$ cat src/rtl/img_frame_streamer.sv
// rtl/img_frame_streamer.sv - replays a stored image from lane-packed memory as an FVAL/DVAL pixel stream
module img_frame_streamer #(
    parameter int PIX_W       = 16,
    parameter int LANES       = 16,
    parameter int NWORDS      = 49,
    parameter int ADDR_W      = 7,
    parameter int FRONT_PORCH = 2,
    parameter int BACK_PORCH  = 2
) (
    input  logic                        clk,
    input  logic                        rst_n,
    input  logic                        iEnable,
    input  logic                        iStart,
    input  logic                        iStall,
    output logic                        oMem_rden,
    output logic [ADDR_W-1:0]           oMem_addr,
    input  logic [LANES-1:0][PIX_W-1:0] iMem_data,
    output logic                        oFVAL,
    output logic                        oDVAL,
    output logic [PIX_W-1:0]            oDATA,
    output logic                        oBusy,
    output logic                        oDone
);

    localparam int LW    = (LANES > 1) ? $clog2(LANES) : 1;
    localparam int PCW   = 10;
    localparam int TOTAL = NWORDS * LANES;

    typedef enum logic [2:0] {IDLE, FETCH, FRONT, STREAM, BACK} state_t;

    state_t                    state_q, state_d;
    logic [LW-1:0]             lane_q, lane_d;
    logic [ADDR_W-1:0]         word_q, word_d;
    logic [PCW-1:0]            pix_q, pix_d;
    logic [7:0]                cnt_q, cnt_d;
    logic [LANES-1:0][PIX_W-1:0] buf_q, buf_d;
    logic [LANES-1:0][PIX_W-1:0] pref_q, pref_d;
    logic                      pend_q, pend_d;
    logic                      rden_q, rden_d;
    logic [ADDR_W-1:0]         addr_q, addr_d;
    logic                      fval_q, fval_d;
    logic                      dval_q, dval_d;
    logic [PIX_W-1:0]          data_q, data_d;
    logic                      busy_q, busy_d;
    logic                      done_q, done_d;

    always_comb begin
        state_d = state_q;
        lane_d  = lane_q;
        word_d  = word_q;
        pix_d   = pix_q;
        cnt_d   = cnt_q;
        buf_d   = buf_q;
        // read data returns the cycle after the strobe; pend_q marks that cycle
        pend_d  = rden_q;
        pref_d  = pend_q ? iMem_data : pref_q;
        rden_d  = 1'b0;
        addr_d  = addr_q;
        fval_d  = fval_q;
        dval_d  = 1'b0;
        data_d  = '0;
        done_d  = 1'b0;

        unique case (state_q)
            IDLE: begin
                fval_d = 1'b0;
                if (iEnable && iStart) begin
                    state_d = FETCH;
                    rden_d  = 1'b1;
                    addr_d  = '0;
                    lane_d  = '0;
                    word_d  = '0;
                    pix_d   = '0;
                    cnt_d   = '0;
                end
            end
            FETCH: begin
                if (pend_q) begin
                    buf_d   = iMem_data;
                    fval_d  = 1'b1;
                    cnt_d   = '0;
                    // the first STREAM cycle is itself porch, so FRONT holds FRONT_PORCH-1 cycles
                    state_d = (FRONT_PORCH <= 1) ? STREAM : FRONT;
                end
            end
            FRONT: begin
                cnt_d = cnt_q + 8'd1;
                if (int'(cnt_q) >= FRONT_PORCH - 2) begin
                    state_d = STREAM;
                end
            end
            STREAM: begin
                if (!iStall) begin
                    dval_d = 1'b1;
                    data_d = buf_q[lane_q];
                    pix_d  = pix_q + 10'd1;
                    if (lane_q == '0 && word_q != ADDR_W'(NWORDS - 1)) begin
                        rden_d = 1'b1;
                        addr_d = word_q + ADDR_W'(1);
                    end
                    if (lane_q == LW'(LANES - 1)) begin
                        lane_d = '0;
                        word_d = word_q + ADDR_W'(1);
                        buf_d  = pref_q;
                    end else begin
                        lane_d = lane_q + LW'(1);
                    end
                    if (pix_q == PCW'(TOTAL - 1)) begin
                        state_d = BACK;
                        cnt_d   = '0;
                    end
                end
            end
            BACK: begin
                if (int'(cnt_q) >= BACK_PORCH) begin
                    fval_d  = 1'b0;
                    done_d  = 1'b1;
                    state_d = IDLE;
                end else begin
                    cnt_d = cnt_q + 8'd1;
                end
            end
            default: state_d = IDLE;
        endcase

        if (state_q != IDLE && !iEnable) begin
            state_d = IDLE;
            fval_d  = 1'b0;
            dval_d  = 1'b0;
            data_d  = '0;
            rden_d  = 1'b0;
            done_d  = 1'b0;
        end

        busy_d = (state_d != IDLE);
    end

    always_ff @(posedge clk or negedge rst_n) begin
        if (!rst_n) begin
            state_q <= IDLE;
            lane_q  <= '0;
            word_q  <= '0;
            pix_q   <= '0;
            cnt_q   <= '0;
            buf_q   <= '0;
            pref_q  <= '0;
            pend_q  <= 1'b0;
            rden_q  <= 1'b0;
            addr_q  <= '0;
            fval_q  <= 1'b0;
            dval_q  <= 1'b0;
            data_q  <= '0;
            busy_q  <= 1'b0;
            done_q  <= 1'b0;
        end else begin
            state_q <= state_d;
            lane_q  <= lane_d;
            word_q  <= word_d;
            pix_q   <= pix_d;
            cnt_q   <= cnt_d;
            buf_q   <= buf_d;
            pref_q  <= pref_d;
            pend_q  <= pend_d;
            rden_q  <= rden_d;
            addr_q  <= addr_d;
            fval_q  <= fval_d;
            dval_q  <= dval_d;
            data_q  <= data_d;
            busy_q  <= busy_d;
            done_q  <= done_d;
        end
    end

    assign oMem_rden = rden_q;
    assign oMem_addr = addr_q;
    assign oFVAL     = fval_q;
    assign oDVAL     = dval_q;
    assign oDATA     = data_q;
    assign oBusy     = busy_q;
    assign oDone     = done_q;

endmodule

$ cat config.mk
export PLATFORM = sky130hd
export DESIGN_NAME = img_frame_streamer
export DESIGN_NICKNAME = d
export VERILOG_FILES = /design/src/rtl/img_frame_streamer.sv
export SDC_FILE = /design/constraint.sdc
export NUM_CORES = 1
export LEC_CHECK = 0
export CAP_MARGIN = 20
export CORE_ASPECT_RATIO = 0.7
export CORE_MARGIN = 3
export CORE_UTILIZATION = 40
export CTS_BUF_LIST = sky130_fd_sc_hd__clkbuf_4 sky130_fd_sc_hd__clkbuf_8 sky130_fd_sc_hd__clkbuf_16
export DETAILED_ROUTE_END_ITERATION = 10
export SETUP_SLACK_MARGIN = 0.2
export SLEW_MARGIN = 20
export SYNTH_ARGS = -nofsm -noshare
export SYNTH_HDL_FRONTEND = slang
export SYNTH_SLANG_ARGS = --single-unit
$ cat constraint.sdc
create_clock -name clk -period 5.1 [get_ports clk]
set_input_delay 0.51 -clock clk [delete_from_list [all_inputs] [get_ports clk]]
set_output_delay 0.51 -clock clk [all_outputs]
set_load 0.02 [all_outputs]
==> results by group, run 1 <==
Status
  • Outcome: complete, no violations

Setup path
  • CP Launch Type: flip-flop
  • Kind of critical path: reg -> reg
  • Critical path's slowest cell: dfrtp_4
  • Crit path capture type: flip-flop
  • Crit-path max FO: 160
  • WP data arrival: 3.52 ns
  • Buf/Inv on CP: 1
  • Worst Path Required: 5.55 ns
  • Slowest stage delay, CP: 0.81 ns
  • Worst-path cell chain: ha_1 -> and3_1 -> nand2_1 -> and2_4 -> buf_12 -> o21ai_0
  • Crit-path leading delay family: simple AND/OR/NAND/NOR gates

Timing
  • Setup violators final: 0
  • Slew @ Worst Pin: 1.14 ns
  • FMAX: 0.326 GHz
  • Final hold vios: 0
  • Fin crit period: 3.07 ns
  • Part of the cycle the worst path needs: 60.2%
  • RSZ-0062 raised after global routing: false
  • Slew margin rel.: 23.7%
  • Slew Viols, Final: 0
  • Setup WS post-layout: 2.03 ns
  • Setup tns final: 0 ns
  • Final clock skew: 0.0220 ns

Power
  • Leak: 14.6 nW
  • Pwr Density: 567 nW/µm²
  • Peak supply drop: 0.395 mV

Routing
  • Post-route ant nets: 0
  • DR WL met2: 30400 µm
  • WL met1: 33600 µm
  • Met3 WL: 4380 µm
  • Remaining DRCs: 0
  • Total Wirelength: 69200 µm
  • Vias: 16548
  • Via density: 5.29
  • Initial DRC Count: 1209
  • Highest metal used: met5
  • Drt pass-1 iters: 5
  • WL/cell: 22.1 µm

Placement
  • Port bufs: 288
  • Worst slack, placed: 1.99 ns
  • Placed cell area: 29300 µm²
  • Dpl hpwl: 48600 µm
  • Final Wtd Congestion: 0.801

Floorplan
  • Die ar.: 67800 µm²
  • Floorplan Core Area: 63600 µm²
  • Die X-Extent: 310 µm
  • Initial Utilization: 40.7%
  • FP Rows: 77
  • Die H: 219 µm
  • IO Count: 289

Logic synthesis
  • Main synth FF type: dfrtp_1
  • Synth top area cells: dfrtp_1, mux2_2, mux2i_1
  • Synth warn: 0
  • Top-area cell type share of the netlist area: 55.4%
  • Most common cell in the synthesized netlist: dfrtp_1
  • Cells after Synth: 2036
  • Cell taking the most area after synthesis: dfrtp_1
  • Synthesized cell area: 25900 µm²
  • Most common library cells after synthesis: dfrtp_1, nand2_1, mux2_2
  • Post-synthesis async set-or-reset flop share: 100%
  • Library cells used by synthesis: 45
  • Mapped Avg Cell Area: 12.7 µm²
  • Post-Syn Nets: 2304
  • EDFF count, synth: 0
  • Yosys reg bits: 573
  • Sequential share of the synthesized area: 55.4%

Layout
  • Nets: 2527
  • Area delta synth->final: 20.7%
  • # fillers: 5549
  • Final non-filler cell area: 31200 µm²
  • Share of post-route cells with drive strength above 1: 20.4%

Clock network
  • Clk Latency, worst-skew pair: 0.61 ns
  • Longest Clk Path Bufs: 3
  • Clk slew on worst S/H paths: 0.06 ns
  • Inserted Clock Buffers: 57
  • Number of setup buffers added after CTS: 0
  • Resize count post-CTS: 0
  • Clock root cell: clkbuf_16
  • Clock Sinks: 573
  • H-tree Lvls: 2
  • CTS tree: built

GRT
  • GRT Total Usage: 20.5%
  • Number of global-route vias before repair: 16696
  • First-pass GRT wire length: 105000 µm
  • Largest net degree at the start of global routing: 161
  • Grt ovf: 0
  • Initial antenna violation count: 11

Worst hold path
  • Hold WC Path Type: reg -> reg

Flow run
  • Max_cap viols: 0
through the flow:
stage | std cells | total power [mW] | hold WS [ns] | utilization (%)
5_1_grt | 3127 | 18.8 | 0.415 | 49.1
4_1_cts | 3126 | 17.9 | 0.404 | 49.1
2_1_floorplan | 2036 | 11.6 | 0.214 | -
3_3_place_gp | 3028 | 13.3 | 0.370 | 46.1
6_report | 3128 | 17.7 | 0.389 | 49.1
3_5_place_dp | 3028 | 13.6 | 0.383 | 46.1
worst register-to-register path, delay by kind of cell (launching register included):
family          cells  cell delay [ns]
flops               1             0.81
buf+inv             1             0.52
fa+ha+maj           1             0.42
compound gates      1             0.31
simple gates        3             0.87
power breakdown:
group	leakage [nW]	internal [mW]	total (mW)	switching (mW)
clock	0.952	2.50	4.26	1.76
combinational	6.56	2.99	5.54	2.56
sequential	7.09	6.55	7.90	1.36
metal layers:
metal  up-vias  GRT usage [%]
met5         -              0
met4        14           3.29
met3        75           4.64
met2       343           30.4
met1      8411           31.1
li1       7705              -
cell usage in the layout (no fill, tap or decap), types with 3 or more instances in the layout:
cell type          n
mux4_2            80
nand2_1          282
mux2i_1          257
buf_4              9
o31ai_1            4
nor2_1            21
nand2b_1           3
inv_1             11
clkbuf_16         57
nand3_1           14
mux2_2           264
clkbuf_4          15
clkdlybuf4s50_1  287
o211ai_1           3
o21ai_1          241
xor2_1             7
clkbuf_8          16
or3_1              7
a31oi_1            3
a21o_1             3
dfrtp_4            3
clkinv_2           6
ha_1               7
dfrtp_1          570
a21oi_1           13
nor4_1             3
nor2b_1           19
and3_1             5
nand4_1            5
buf_12            10
o21ai_0           42
and2_1             3
bufinv_16          3
flip-flops by register name, summed over array words and instances (netlist names):
signal	cells
buf_q	256
pref_q	256
oDATA	16
pix_q	10
cnt_q	8
oMem_addr	7
word_q	7
lane_q	4
state_q	3
oBusy	1
oDVAL	1
oDone	1
oFVAL	1
oMem_rden	1
pend_q	1
cell type report:
| type | instances | area [µm²] | area share, % |
|---|---|---|---|
| Antenna cell | 2 | 5.00 | 0.0160 |
| Clock buffer | 88 | 1760 | 5.63 |
| Clock inverter | 9 | 120 | 0.385 |
| Inverter | 12 | 45.0 | 0.144 |
| Multi-Input combinational cell | 1307 | 10700 | 34.4 |
| Sequential cell | 573 | 14400 | 46.0 |
| Tap cell | 829 | 1040 | 3.32 |
| Timing Repair Buffer | 308 | 3170 | 10.1 |
logic make-up (layout without fill, tap and decap cells):
logic type / count (synthesis) / count (layout) / synth area share, %
multiplexers: 601 / 601 / 28.4
buffers and inverters: 156 / 417 / 3.07
XOR/XNOR: 9 / 9 / 0.305
flip-flops: 573 / 573 / 55.4
AO/OA/AOI/OAI: 316 / 316 / 6.30
AND/OR/NAND/NOR: 374 / 374 / 6.16
other: 0 / 2 / 0
adder cells (fa/ha/maj): 7 / 7 / 0.339
path summary, 6_finish.rpt:
kind                       slack, ns  depth (start not counted)          to       from
max in group asynchronous       3.15                          3    oDATA[2]      rst_n
setup / recovery                2.03                          6   buf_q[17]  lane_q[1]
hold / removal                  0.39                          0      pend_q  oMem_rden
hold reg to reg                 0.39                          0      pend_q  oMem_rden
min in group asynchronous       0.56                          2  pref_q[16]      rst_n
setup reg to reg                2.03                          6   buf_q[17]  lane_q[1]
timing repair:
item	in CTS	in global routing
endpoints found under the hold margin	62	0
endpoints found under the setup margin	0	0
hold buffers	1	0
(Power assumes the default switching activity.)
==> run 2: changes to the inputs <==
- clock period: 5.1 -> 2.5 ns (I/O delays scaled with it)
==> run 2 against run 1 <==
Cell area rose by 2.4%; hold slack worse by 0.19 ns; register-to-register slack got worse by 1.7 ns; clock power is 120% higher; clock skew increased by 0.0067 ns; setup slack worse by 1.7 ns; count of clock-buffer cells in the layout is 1 lower; largest power group unchanged; highest routed layer unchanged.
==> results by group, run 2 (synthesis gave the netlist of run 1 again) <==
Routing
  • Post-route ant nets: 0 (unchanged)
  • Remaining DRCs: 0 (unchanged)
  • Via density: 5.36 (+1.3%)
  • Vias: 17060 (+3.1%)
  • Total Wirelength: 73300 µm (+5.9%)
  • Drt pass-1 iters: 5 (unchanged)
  • WL/cell: 23.0 µm (+4.1%)
  • Initial DRC Count: 1427 (+18%)

GRT
  • Number of global-route vias before repair: 17209 (+3.1%)
  • First-pass GRT wire length: 110000 µm (+4.6%)
  • Largest net degree at the start of global routing: 132 (-18%)
  • Grt ovf: 0 (unchanged)
  • Initial antenna violation count: 3 (-8)
  • GRT Total Usage: 21.8% (+1.3 points)

Timing
  • Slew @ Worst Pin: 0.936 ns (-0.208 ns)
  • Setup tns final: 0 ns (unchanged)
  • Setup WS post-layout: 0.289 ns (-1.74 ns)
  • RSZ-0062 raised after global routing: true
  • Worst Hold Slack: 0.203 ns (-0.186 ns)
  • Setup violators final: 0 (unchanged)
  • Slew margin rel.: 37.6% (+14 points)
  • Fin crit period: 2.21 ns (-0.858 ns)
  • FMAX: 0.452 GHz (+39%)
  • Part of the cycle the worst path needs: 88.5% (+28 points)
  • Final clock skew: 0.0287 ns (+0.00673 ns)
  • Slew Viols, Final: 0 (unchanged)
  • Final hold vios: 0 (unchanged)

Floorplan
  • Die X-Extent: 310 µm (unchanged)
  • Die H: 219 µm (unchanged)
  • Initial Utilization: 40.7% (unchanged)
  • IO Count: 289 (unchanged)
  • Floorplan Core Area: 63600 µm² (unchanged)
  • FP Rows: 77 (unchanged)
  • Die ar.: 67800 µm² (unchanged)

Setup path
  • Crit-path max FO: 14 (-91%)
  • WP data arrival: 2.68 ns (-0.84 ns)
  • Slowest stage delay, CP: 0.58 ns (-0.23 ns)
  • Worst Path Required: 2.97 ns (-2.58 ns)
  • CP Launch Type: flip-flop
  • Crit path capture type: flip-flop
  • Reg2reg setup slack: 0.29 ns (-1.74 ns)
  • Kind of critical path: reg -> reg
  • Worst-path cell chain: nand3b_1 -> buf_12 -> buf_4 -> mux2i_1 -> o21ai_1
  • Critical path's slowest cell: dfrtp_1

Power
  • Final total power: 37.3 mW (+110%)
  • Peak supply drop: 0.633 mV (+60%)
  • Leak: 15.0 nW (+2.6%)
  • Pwr Density: 1170 nW/µm² (+110%)

Clock network
  • Clk Latency, worst-skew pair: 0.62 ns (about the same)
  • Clock Sinks: 573 (unchanged)
  • Clk slew on worst S/H paths: 0.06 ns (about the same)
  • H-tree Lvls: 2 (unchanged)
  • Clock root cell: clkbuf_16
  • Inserted Clock Buffers: 57 (unchanged)
  • CTS tree: built
  • Longest Clk Path Bufs: 3 (unchanged)

Placement
  • Dpl hpwl: 53500 µm (+10%)
  • Placed cell area: 29800 µm² (+1.8%)
  • Worst slack, placed: 0.236 ns (-1.76 ns)
  • Port bufs: 288 (unchanged)
  • Placed insts: 3071 (+1.4%)
  • Final Wtd Congestion: 0.827 (+3.2%)

Flow run
  • Max_cap viols: 0 (unchanged)

Layout
  • Final non-filler cell area: 32000 µm² (+2.4%)
  • Most common cell after layout, fill and taps aside: dfrtp_1
  • Final Non-Filler Cells: 3183 (+1.8%)
  • Post-Route Utilization: 50.3% (+1.2 points)
  • Nets: 2574 (+1.9%)
  • Share of post-route cells with drive strength above 1: 22.4% (+2.0 points)
  • Most frequent cells in the layout: dfrtp_1, clkdlybuf4s50_1, nand2_1
  • # fillers: 5497 (-0.94%)
  • Area delta synth->final: 23.5%

Worst hold path
  • Hold WC Path Type: in -> async

Status
  • Outcome: complete, no violations
==> run 2: where the power goes <==
group	total [mW]	internal, mW	switching (mW)
Sequential	15.9	13.4	2.53
Clock	9.32	5.60	3.71
Combinational	12.1	6.39	5.73
Total	37.3	25.4	12.0
==> run 2: layout make-up <==
cell class,count,area (µm²),share of cell area (%)
clock buffers,87,1770,5.55
flip-flops and latches,573,14400,44.9
multi-input cells,1307,10700,33.6
repair buffers,355,3720,11.6
inverters,12,45.0,0.141
diodes,1,2.50,0.00783
clock inverters,19,274,0.857
well taps,829,1040,3.25
==> run 2: path summary, 6_finish.rpt <==
path	start	to	cells past startpoint
max in group asynchronous	rst_n	pref_q[134]	3
min in group clk	iMem_data[77]	pref_q[77]	2
min	rst_n	pref_q[16]	2
max reg2reg	state_q[2]	buf_q[155]	5
min reg2reg	oMem_rden	pend_q	0
max	state_q[2]	buf_q[155]	5
==> run 2: timing repair <==
action,CTS,global route
setup buffers,0,4
endpoints found under the hold margin,44,0
resized for setup,0,4
hold buffers,1,0
setup endpoints to repair,0,27
==> run 2: per-layer routing <==
layer / share of wire [%] / vias to the layer above / global-route usage, %
met1: 47 / 8772 / 32.4
met4: 1.6 / 6 / 4.38
li1: - / 7781 / -
met3: 6.6 / 81 / 5.28
met2: 45 / 420 / 32.5
met5: 0.046 / - / 0
==> run 2: worst max-delay path: cells and delay by family, from the launching register on <==
kind | cells | cell delay, ns
multiplexers | 1 | 0.57
AO/OA/AOI/OAI | 1 | 0.11
flip-flops | 1 | 0.58
buffers and inverters | 2 | 0.52
AND/OR/NAND/NOR | 1 | 0.29
